$ cat src/rtl/ddr3_burst_pkg.sv
// Shared types and constants for the DDR3 burst writer/reader pair.
package ddr3_burst_pkg;

    typedef enum logic [2:0] {
        IDLE,
        GAP,
        REQ,
        DATA,
        HALT
    } state_t;

    // Defaults shared with the writer so both sides target the same region.
    localparam logic [7:0]  DEF_BURSTCNT = 8'h80;
    localparam logic [28:0] DEF_ADDRESS  = 29'h2400000;

    // The writer stores the beat index in the low byte of each word.
    function automatic logic [31:0] expected_word(input logic [7:0] beat_idx);
        return {24'b0, beat_idx};
    endfunction

endpackage

$ cat src/rtl/ddr3_burst_reader_if.sv
// DDRAM Avalon-MM read channel as seen by the burst reader.
interface ddr3_burst_reader_if;
    logic        DDRAM_BUSY;
    logic        DDRAM_RD;
    logic [28:0] DDRAM_ADDR;
    logic [7:0]  DDRAM_BURSTCNT;
    logic [63:0] DDRAM_DOUT;
    logic        DDRAM_DOUT_READY;

    modport master (
        input  DDRAM_BUSY, DDRAM_DOUT, DDRAM_DOUT_READY,
        output DDRAM_RD, DDRAM_ADDR, DDRAM_BURSTCNT
    );

    modport slave (
        output DDRAM_BUSY, DDRAM_DOUT, DDRAM_DOUT_READY,
        input  DDRAM_RD, DDRAM_ADDR, DDRAM_BURSTCNT
    );
endinterface

$ cat src/rtl/ddr3_beat_checker.sv
// Per-beat compare, saturating error counter and first-error capture.
module ddr3_beat_checker
    import ddr3_burst_pkg::*;
(
    input  logic        clk,
    input  logic        rst_n,
    input  logic        valid_i,
    input  logic [7:0]  beat_idx_i,
    input  logic [31:0] data_i,
    input  logic        extra_err_i,
    output logic [15:0] err_cnt_o,
    output logic        first_err_valid_o,
    output logic [7:0]  first_err_beat_o,
    output logic [31:0] first_err_data_o
);

    logic [15:0] err_cnt_q;
    logic        fv_q;
    logic [7:0]  fbeat_q;
    logic [31:0] fdata_q;
    logic        mismatch;

    assign mismatch = valid_i && (data_i != expected_word(beat_idx_i));

    // Count mismatches (plus any external error event) and latch the first bad beat.
    always_ff @(posedge clk or negedge rst_n) begin
        if (!rst_n) begin
            err_cnt_q <= '0;
            fv_q      <= 1'b0;
            fbeat_q   <= '0;
            fdata_q   <= '0;
        end else begin
            if ((mismatch || extra_err_i) && err_cnt_q != 16'hFFFF)
                err_cnt_q <= err_cnt_q + 16'd1;
            if (mismatch && !fv_q) begin
                fv_q    <= 1'b1;
                fbeat_q <= beat_idx_i;
                fdata_q <= data_i;
            end
        end
    end

    assign err_cnt_o         = err_cnt_q;
    assign first_err_valid_o = fv_q;
    assign first_err_beat_o  = fbeat_q;
    assign first_err_data_o  = fdata_q;

endmodule

$ cat src/rtl/ddr3_burst_reader.sv
// Back-to-back DDR3 burst reader that checks each beat against the writer's pattern.
// Optional read watchdog enabled by defining DDR3_READ_TIMEOUT_EN.
module ddr3_burst_reader
    import ddr3_burst_pkg::*;
#(
    parameter logic [7:0]  BURSTCNT = DEF_BURSTCNT,
    parameter logic [28:0] ADDRESS  = DEF_ADDRESS,
    parameter int          WAIT_W   = 10
) (
    input  logic                clk,
    input  logic                reset_n,
    input  logic                start,
    input  logic                safe_stop,
    input  logic [WAIT_W-1:0]   wait_max,
    ddr3_burst_reader_if.master bus,
    output logic                active,
    output logic [15:0]         burst_done,
    output logic [15:0]         err_cnt,
    output logic                first_err_valid,
    output logic [7:0]          first_err_beat,
    output logic [31:0]         first_err_data
`ifdef DDR3_READ_TIMEOUT_EN
    ,
    output logic                timeout
`endif
);

    localparam logic [WAIT_W-1:0] WAIT_ONE  = 1;
    localparam logic [7:0]        LAST_BEAT = BURSTCNT - 8'd1;

    state_t              state_q;
    logic [WAIT_W-1:0]   wait_q;
    logic [7:0]          beat_q;
    logic                rd_q;
    logic [28:0]         addr_q;
    logic [7:0]          bcnt_q;
    logic [15:0]         burst_q;
    logic                beat_vld;
    logic                extra_err;
    logic                unused_hi;

    // Upper half of the data bus carries nothing: the writer only enables the low 4 bytes.
    assign unused_hi = ^bus.DDRAM_DOUT[63:32];

    // Beats are only checked in DATA; the acceptance cycle is still REQ so it is never sampled.
    assign beat_vld = (state_q == DATA) && bus.DDRAM_DOUT_READY;

`ifdef DDR3_READ_TIMEOUT_EN
    logic [15:0] wdog_q;
    logic        timeout_q;
    assign extra_err = (state_q == DATA) && !bus.DDRAM_DOUT_READY && (wdog_q == 16'hFFFF);
    assign timeout   = timeout_q;
`else
    assign extra_err = 1'b0;
`endif

    // Control FSM: gap timer, request hold under waitrequest, beat counting.
    always_ff @(posedge clk or negedge reset_n) begin
        if (!reset_n) begin
            state_q <= IDLE;
            wait_q  <= '0;
            beat_q  <= '0;
            rd_q    <= 1'b0;
            addr_q  <= '0;
            bcnt_q  <= '0;
            burst_q <= '0;
`ifdef DDR3_READ_TIMEOUT_EN
            wdog_q    <= '0;
            timeout_q <= 1'b0;
`endif
        end else begin
            case (state_q)
                IDLE: begin
                    if (start) begin
                        state_q <= GAP;
                        wait_q  <= '0;
                    end
                end
                GAP: begin
                    if (safe_stop)
                        state_q <= HALT;
                    else if (!start)
                        state_q <= IDLE;
                    else if (wait_q == wait_max) begin
                        state_q <= REQ;
                        rd_q    <= 1'b1;
                        addr_q  <= ADDRESS;
                        bcnt_q  <= BURSTCNT;
                    end else
                        wait_q <= wait_q + WAIT_ONE;
                end
                REQ: begin
                    // RD/ADDR/BURSTCNT stay put until waitrequest drops.
                    if (!bus.DDRAM_BUSY) begin
                        rd_q    <= 1'b0;
                        state_q <= DATA;
                        beat_q  <= '0;
`ifdef DDR3_READ_TIMEOUT_EN
                        wdog_q  <= '0;
`endif
                    end
                end
                DATA: begin
                    if (bus.DDRAM_DOUT_READY) begin
                        beat_q <= beat_q + 8'd1;
`ifdef DDR3_READ_TIMEOUT_EN
                        wdog_q <= '0;
`endif
                        if (beat_q == LAST_BEAT) begin
                            burst_q <= burst_q + 16'd1;
                            if (safe_stop)
                                state_q <= HALT;
                            else if (start) begin
                                state_q <= GAP;
                                wait_q  <= '0;
                            end else
                                state_q <= IDLE;
                        end
                    end
`ifdef DDR3_READ_TIMEOUT_EN
                    else if (wdog_q == 16'hFFFF) begin
                        timeout_q <= 1'b1;
                        state_q   <= HALT;
                    end else
                        wdog_q <= wdog_q + 16'd1;
`endif
                end
                HALT:    rd_q <= 1'b0;
                default: state_q <= IDLE;
            endcase
        end
    end

    ddr3_beat_checker u_chk (
        .clk               (clk),
        .rst_n             (reset_n),
        .valid_i           (beat_vld),
        .beat_idx_i        (beat_q),
        .data_i            (bus.DDRAM_DOUT[31:0]),
        .extra_err_i       (extra_err),
        .err_cnt_o         (err_cnt),
        .first_err_valid_o (first_err_valid),
        .first_err_beat_o  (first_err_beat),
        .first_err_data_o  (first_err_data)
    );

    assign bus.DDRAM_RD       = rd_q;
    assign bus.DDRAM_ADDR     = addr_q;
    assign bus.DDRAM_BURSTCNT = bcnt_q;
    assign burst_done         = burst_q;
    assign active             = (state_q == GAP) || (state_q == REQ) || (state_q == DATA);

endmodule

$ cat src/flat_wrapper.sv
// flat-port wrapper written by rule: the top's interface ports become plain ports
module ddr3_burst_reader_flat import ddr3_burst_pkg::*;
#(
    parameter logic [7:0]  BURSTCNT = DEF_BURSTCNT,
    parameter logic [28:0] ADDRESS  = DEF_ADDRESS,
    parameter int          WAIT_W   = 10
)
  (clk, reset_n, start, safe_stop, wait_max, active, burst_done, err_cnt, first_err_valid, first_err_beat, first_err_data, bus_DDRAM_BUSY, bus_DDRAM_DOUT, bus_DDRAM_DOUT_READY, bus_DDRAM_RD, bus_DDRAM_ADDR, bus_DDRAM_BURSTCNT);
  ddr3_burst_reader_if bus_i ();
  input  logic clk;
  input  logic reset_n;
  input  logic start;
  input  logic safe_stop;
  input  logic [WAIT_W-1:0] wait_max;
  output logic active;
  output logic [15:0] burst_done;
  output logic [15:0] err_cnt;
  output logic first_err_valid;
  output logic [7:0] first_err_beat;
  output logic [31:0] first_err_data;
  input wire logic [$bits(bus_i.DDRAM_BUSY)-1:0] bus_DDRAM_BUSY;
  input wire logic [$bits(bus_i.DDRAM_DOUT)-1:0] bus_DDRAM_DOUT;
  input wire logic [$bits(bus_i.DDRAM_DOUT_READY)-1:0] bus_DDRAM_DOUT_READY;
  output wire logic [$bits(bus_i.DDRAM_RD)-1:0] bus_DDRAM_RD;
  output wire logic [$bits(bus_i.DDRAM_ADDR)-1:0] bus_DDRAM_ADDR;
  output wire logic [$bits(bus_i.DDRAM_BURSTCNT)-1:0] bus_DDRAM_BURSTCNT;
  assign bus_i.DDRAM_BUSY = bus_DDRAM_BUSY;
  assign bus_i.DDRAM_DOUT = bus_DDRAM_DOUT;
  assign bus_i.DDRAM_DOUT_READY = bus_DDRAM_DOUT_READY;
  assign bus_DDRAM_RD = bus_i.DDRAM_RD;
  assign bus_DDRAM_ADDR = bus_i.DDRAM_ADDR;
  assign bus_DDRAM_BURSTCNT = bus_i.DDRAM_BURSTCNT;
  ddr3_burst_reader #(.BURSTCNT(BURSTCNT), .ADDRESS(ADDRESS), .WAIT_W(WAIT_W)) u_core (.clk(clk), .reset_n(reset_n), .start(start), .safe_stop(safe_stop), .wait_max(wait_max), .bus(bus_i), .active(active), .burst_done(burst_done), .err_cnt(err_cnt), .first_err_valid(first_err_valid), .first_err_beat(first_err_beat), .first_err_data(first_err_data));
endmodule
$ cat config.mk
export PLATFORM = sky130hd
export DESIGN_NAME = ddr3_burst_reader_flat
export DESIGN_NICKNAME = d
export VERILOG_FILES = /design/src/rtl/ddr3_burst_pkg.sv /design/src/rtl/ddr3_burst_reader_if.sv /design/src/rtl/ddr3_beat_checker.sv /design/src/rtl/ddr3_burst_reader.sv /design/src/flat_wrapper.sv
export SDC_FILE = /design/constraint.sdc
export NUM_CORES = 1
export LEC_CHECK = 0
export ABC_AREA = 1
export ABC_CLOCK_PERIOD_IN_PS = 1800
export CAP_MARGIN = 20
export CORE_MARGIN = 2
export CORE_UTILIZATION = 42
export DETAILED_ROUTE_END_ITERATION = 8
export PLACE_DENSITY = 0.86
export SLEW_MARGIN = 20
export SYNTH_ARGS = -nofsm -noshare
export SYNTH_HDL_FRONTEND = slang
export SYNTH_HIERARCHICAL = 1
export SYNTH_SLANG_ARGS = --single-unit
$ cat constraint.sdc
create_clock -name clk -period 1.8 [get_ports clk]
set_clock_uncertainty 0.1 [all_clocks]
set_input_delay 0.18 -clock clk [delete_from_list [all_inputs] [get_ports clk]]
set_output_delay 0.18 -clock clk [all_outputs]
set_load 0.05 [all_outputs]
# Word level (Yosys, flattened, before mapping)
# Cells that the tools add are included.
word_totals:
  reg_bits: 97
  latch_bits: 0
  ramBits: 0
  mem_bits_ro: 0
  inputBits: 80
  out_inout_bits: 112
  elab_cells: 78
  mem_count: 0
op_classes:
  addsub: 4
  n_mul: 0
  div: 0
  n_lt_le_gt_ge: 0
  n_eq_ne: 18
  n_shift: 0
  muxes: 26
  bitwise_logic: 2
  n_reduce_logical: 17
op_table:
  columns: ["operator", "n"]
  rows:
  - ["2-to-1 mux 10 bit", 7]
  - ["adder 16 x 1 -> 16 bit, second input constant", 2]
  - ["!= test 32 x 8 -> 1 bit", 1]
  - ["case mux 10 bit (3 select lines)", 1]
  - ["2-to-1 mux 3 bit", 8]
  - ["2-to-1 mux 8 bit", 2]
  - ["!= test 16 bit, second input constant", 1]
  - ["!= test 2 bit, second input constant", 8]
  - ["case mux 8 bit (2 select lines)", 1]
  - ["case mux 3 bit (5 select lines)", 1]
  - ["adder 10 x 1 -> 10 bit, second input constant", 1]
  - ["== test 10 bit", 1]
  - ["adder 8 x 1 -> 8 bit, second input constant", 1]
  - ["== test 8 x 7 -> 1 bit, second input constant", 1]
  - ["AND reduction 7 bit", 1]
  - ["== test 3 x 2 -> 1 bit, second input constant", 2]
  - ["AND reduction 3 bit", 2]
  - ["AND reduction 6 bit", 1]
  - ["nonzero test 3 bit", 2]
  - ["2-to-1 mux 1 bit", 5]
  - ["AND reduction 5 bit", 1]
  - ["logical AND 1 bit", 4]
  - ["!= test 4 x 3 -> 1 bit, second input constant", 1]
  - ["AND reduction 4 bit", 1]
  - ["other kinds (9)", 11]

# Depth between registers and ports, before layout
logic_depth:
  word_depth: 5
  mapped_depth: 13

# Hierarchy
# Netlist, hierarchy kept.
by_module_without_submodules:
  columns: ["mod", "instances", "cells_per_inst", "area_per_inst_um2"]
  rows:
  - ["ddr3_beat_checker", 1, 365, 2872.8]
  - ["ddr3_burst_reader", 1, 377, 2746.4]

# Worst setup path after synthesis
# Ideal clock, no wire load.
synth_timing:
  kind: "register to register"
  startpoint: "register u_core.u_chk.err_cnt_q[0], in the netlist u_core/u_chk/err_cnt_o[0]"
  endpoint: "register u_core.u_chk.err_cnt_q[6], in the netlist u_core/u_chk/err_cnt_o[6]"
  t_arrival_ns: 1.765
  setup_slack_ns: -0.184
  path_stages_with_launch: 8
  cell_sequence: "dfrtp_1 -> ha_1 -> nand3_2 -> nor2_4 -> nand4_4 -> buf_2 -> nand3_1 -> nand2_1"
synth_between:
  elab_chain_len: 2
  elab_cells_between_ends: 3
  classes_between: "add/sub (1); eq/ne (1); reduce/logical (1)"
synth_lines:
  columns: ["item", "line", "source"]
  rows:
  - ["start, declared", "ddr3_beat_checker.sv:17", "logic [15:0] err_cnt_q;"]
  - ["start signal, assigned", "ddr3_beat_checker.sv:34", "err_cnt_q <= err_cnt_q + 16'd1;"]
  - ["branches (longest 2 deep; another with adder 16 x 1 -> 16 bit)", null, null]
# Parallel ways; which one is timed is not known.
# A chain may end at the register's enable or synchronous reset.

# Final worst setup path
layout_timing:
  startpoint: "register u_core.beat_q[0]"
  endpoint: "register u_core.u_chk.fdata_q[21], in the netlist u_core/u_chk/first_err_data_o[21]"
layout_between:
  elab_chain_len: 3
layout_lines:
  columns: ["item", "line", "source"]
  rows:
  - ["start, declared", "ddr3_burst_reader.sv:33", "logic [7:0] beat_q;"]
  - ["start signal, assigned", "ddr3_burst_reader.sv:105", "beat_q <= beat_q + 8'd1;"]
  - ["!= test 32 x 8 -> 1 bit", "ddr3_beat_checker.sv:23", "assign mismatch = valid_i && (data_i != expected_word(beat_idx_i));"]
  - ["logical AND 1 bit", "ddr3_beat_checker.sv:23", null]
  - ["logical AND 1 bit", "ddr3_beat_checker.sv:35", "if (mismatch && !fv_q) begin"]
  - ["end signal, assigned", "ddr3_beat_checker.sv:38", "fdata_q <= data_i;"]
  - ["end, declared", "ddr3_beat_checker.sv:20", "logic [31:0] fdata_q;"]
# Every way passes these cells.

==> metrics list <==
- Once routing completed, OpenROAD measured the worst setup slack at 0.0234 ns.
- Number of distinct library cell variants in the gate-level netlist after synthesis: 43
* Post-placement worst setup slack: -0.127 ns
- The cell area that synthesis handed to floorplanning was 0.00562 mm².
- The core region is 0.0131 mm².
* DP HPWL: 9930 µm
- EDFF count, synth: 0
- The setup path with the least slack is of type flop to flop.
- For this run, global-route usage on met1 was measured as 23.8%.
* Fmax: 563 MHz
* Nature of the critical path endpoint: flop
- Measured in cells, the most critical reg-to-reg path has a length of 13.
- Across the VDD grid, the largest voltage drop is 968 µV.
- For this run, the leading register cell type out of synthesis is dfrtp_1.
- Gpl congestion: 0.874
- met2 is the most crowded layer.
- The initial antenna violation count is 0.
- I/O pin cnt: 192
- Register bit total from synthesis: 96
- The path class of the tightest hold or removal check is input pin to async pin.
- Global routing consumed, on the met2 layer, 32.6% of the routing resources.
* Warnings from Yosys: 6
- Overall track demand over capacity in global routing: 18.6%
- Mean instance size in the synthesized netlist: 7.57 µm²
- The library cell used most frequently in the layout, excluding fill and tap cells, is nand2_1.
* Fill cell total of the finished layout: 1,178
* Pin count of the biggest net entering global routing: 35
- For this run, design rule violations remaining after detail routing come to 0.
- The floorplan step set the die height to 120 µm.
* Launching instance or port of the critical path: u_core/beat_q[0]
* Pwr dens: 858 mW/mm²
- Final period demand of the worst path: 1.78 ns
- The flow ran to the end, and the final reports show no timing, DRC or antenna violations.
* Antenna violation net count after detailed routing: 0
- Htree depth: 3
- Library cell occupying the most area in the post-synthesis netlist: dfrtp_1
- At the worst endpoint, the arrival time is 1.91 ns.
- The die covers 0.0143 mm².
- TritonCTS built the clock tree.
* Fraction of synthesized cell area taken by the top area cell type: 42.8%
* Maximum net fanout on the critical path: 11
- Overall via count from detail_route: 5,249
- Biggest area contributors in the synthesized netlist: dfrtp_1, nand2_1, buf_4
- The worst pin sits at a relative slew slack of 64.7%.
- Post-synthesis cell count: 742
- Final Max Slew Viols: 0
- Final hold violations: 0
* Syn-to-layout area delta: 39.0%
* Leakage component of the power: 4.39 nW
- Max-cap violations in this run came to 0.
- Counting stages on the worst path, the most repeated cell is nand2_1.
- Clock-pin slew of the registers on the worst-case setup and hold paths: 0.07 ns
- The setup check on the worst reg-to-reg path leaves a slack of 0.02 ns.
- Data on the critical path is required at its endpoint by 1.93 ns.
- Most used cells in the layout excluding fill and tap cells: nand2_1, buf_4, dfrtp_1
* Slowest Stage Delay on Critical Path: 0.38 ns
* Die extent in x: 120 µm
* FF-to-FF Start: u_core/beat_q[0]
* Floorplan row count: 42
- Global-route wire length before repair: 21,800 µm
* Number of detailed-route iterations in the first pass: 5
- Final Util: 59.5%
* Wire length after detailed routing: 14,300 µm
- Total gr overflow: 0
- Layout cell share with drive strength beyond 1: 22.2%
* WL/cell: 13.0 µm
- Cell-by-cell trace of the critical path: buf_4 > inv_1 > nand2_1 > nand2_1 > nor2_1 > nand2_1 > nor2_2 > nand2_2 > nand3_4 > buf_6 > clkbuf_16 > nand2_1 > nand2_1
- Initial cell density of the core: 42.8%
* Sequential fraction of the synthesis area: 42.8%
- Drt via density: 4.77
- Share of synthesized flip-flops with an asynchronous set or reset: 100%
- In this run the critical register-to-register path is captured at u_core/u_chk/first_err_data_o[21].
* Worst-Margin Slew: 0.529 ns
* Violation count after the first detailed-route iteration: 281
* Port Buffers: 125
- Unrepaired setup endpoints after global routing: true
* Net total in the final layout: 1,004
- CTS max path bufs: 2
* Number of clock sinks: 96
* Cell type of the slowest stage on the worst timing path: dfrtp_1
- The tree is rooted in a clkbuf_16.
- The worst setup path is launched from a flop.
- Summed over all failing endpoints, the final setup total negative slack is 0 ns.
- The worst path uses 98.7% of the clock period.
- Setup violations remaining at the end of the flow were counted as 0.
* Capturing instance or port of the critical path: u_core/u_chk/first_err_data_o[21]
* Number of buffers added by the clock tree synthesis step: 9
- Insertion delay of the later-clocked pin in the worst-skew pair: 0.34 ns
* Number of antenna cells inserted: 0
- Via count of the first global-routing pass: 4,725
* Met3 Use GR: 2.57%
metal layers:
layer	part of all wire [%]	wire length (µm)	vias to the layer above
met5	0	0	-
met4	1.5	218	0
met3	4.3	620	19
met2	52	7410	147
met1	42	6060	2474
li1	-	-	2609
logic make-up after synthesis:
family | synth area share, %
and+or+nand+nor | 35.3
buffers and inverters | 12.2
DFF | 42.8
AOI/OAI and AO/OA | 3.83
xor gates and xnor gates | 4.52
adders and majority gates | 0.891
muxes | 0.379
other | 0.0667
per-stage QoR:
step	cell area, µm²	power, mW	hold slack, ns	std cells
2_1_floorplan	5770	3.87	-0.216	776
3_3_place_gp	7150	4.45	0.0657	1072
3_5_place_dp	7150	4.49	0.0704	1072
4_1_cts	7500	6.65	0.233	1089
5_1_grt	7810	7.09	0.288	1101
6_report	7810	6.71	0.233	1101
where the power goes:
part	leakage (nW)	internal, mW	total (mW)	switching [mW]
Sequential	1.26	2.32	2.55	0.228
Clock	0.160	1.30	2.14	0.834
Combinational	2.97	0.749	2.02	1.27
Total	4.39	4.37	6.71	2.34
how the worst min path moves through the flow:
stage / endpoint / slack (ns) / from / cells past startpoint
final: u_core/wait_q[1] / 0.23 / reset_n / 2
after floorplan: u_core/beat_q[0] / -0.22 / reset_n / 0
after CTS: u_core/wait_q[1] / 0.23 / reset_n / 2
after global routing: u_core/wait_q[1] / 0.29 / reset_n / 2
after detailed placement: u_core/wait_q[1] / 0.07 / reset_n / 1
after global placement: u_core/wait_q[1] / 0.07 / reset_n / 1
synth_stat cells (3+ instances only):
cell / number
o21ai_0: 9
nor2_1: 68
nand3_1: 38
buf_4: 42
xor2_1: 21
o21ai_1: 17
nand4_1: 20
nand3_2: 4
dfrtp_1: 96
nand2_2: 11
inv_1: 66
nand2_4: 3
nor2_2: 5
nand2_1: 261
nor3_1: 13
a21oi_1: 8
ha_1: 4
buf_2: 9
xnor2_1: 8
inv_2: 11
area by class of cell:
class	count	area, µm²	share of cell area (%)
timing repair buffer	185	1790	22.9
clock buffer	11	253	3.24
clock inverter	5	86.3	1.11
tap	176	220	2.82
inverter	78	305	3.91
multi-input combinational	549	2730	34.9
timing repair inverter	1	8.76	0.112
sequential	96	2420	31.0
registers in the layout, indices dropped and copies added, names as in the netlist:
signal / count
u_core/beat_q: 8
u_core/bus.DDRAM_ADDR: 1
u_core/u_chk/first_err_beat_o: 8
u_core/u_chk/first_err_data_o: 32
u_core/wait_q: 10
u_core/burst_done: 16
u_core/bus.DDRAM_RD: 1
u_core/state_q: 3
u_core/u_chk/first_err_valid_o: 1
u_core/u_chk/err_cnt_o: 16
worst max-delay path, delay by kind of cell (launching register included):
kind | cells | cell delay, ns
and+or+nand+nor | 9 | 0.62
buffers and inverters | 4 | 0.56
DFF | 1 | 0.38
what timing repair did:
action                                  4_1_cts  5_1_grt
endpoints found under the hold margin        31        0
buffers inserted                              0        7
resized for setup                             6       59
gates cloned                                  0        5
endpoints found under the setup margin       11       99
pin swaps                                     0        5
hold buffers                                  1        0
Power figures use the tool's default switching activity.
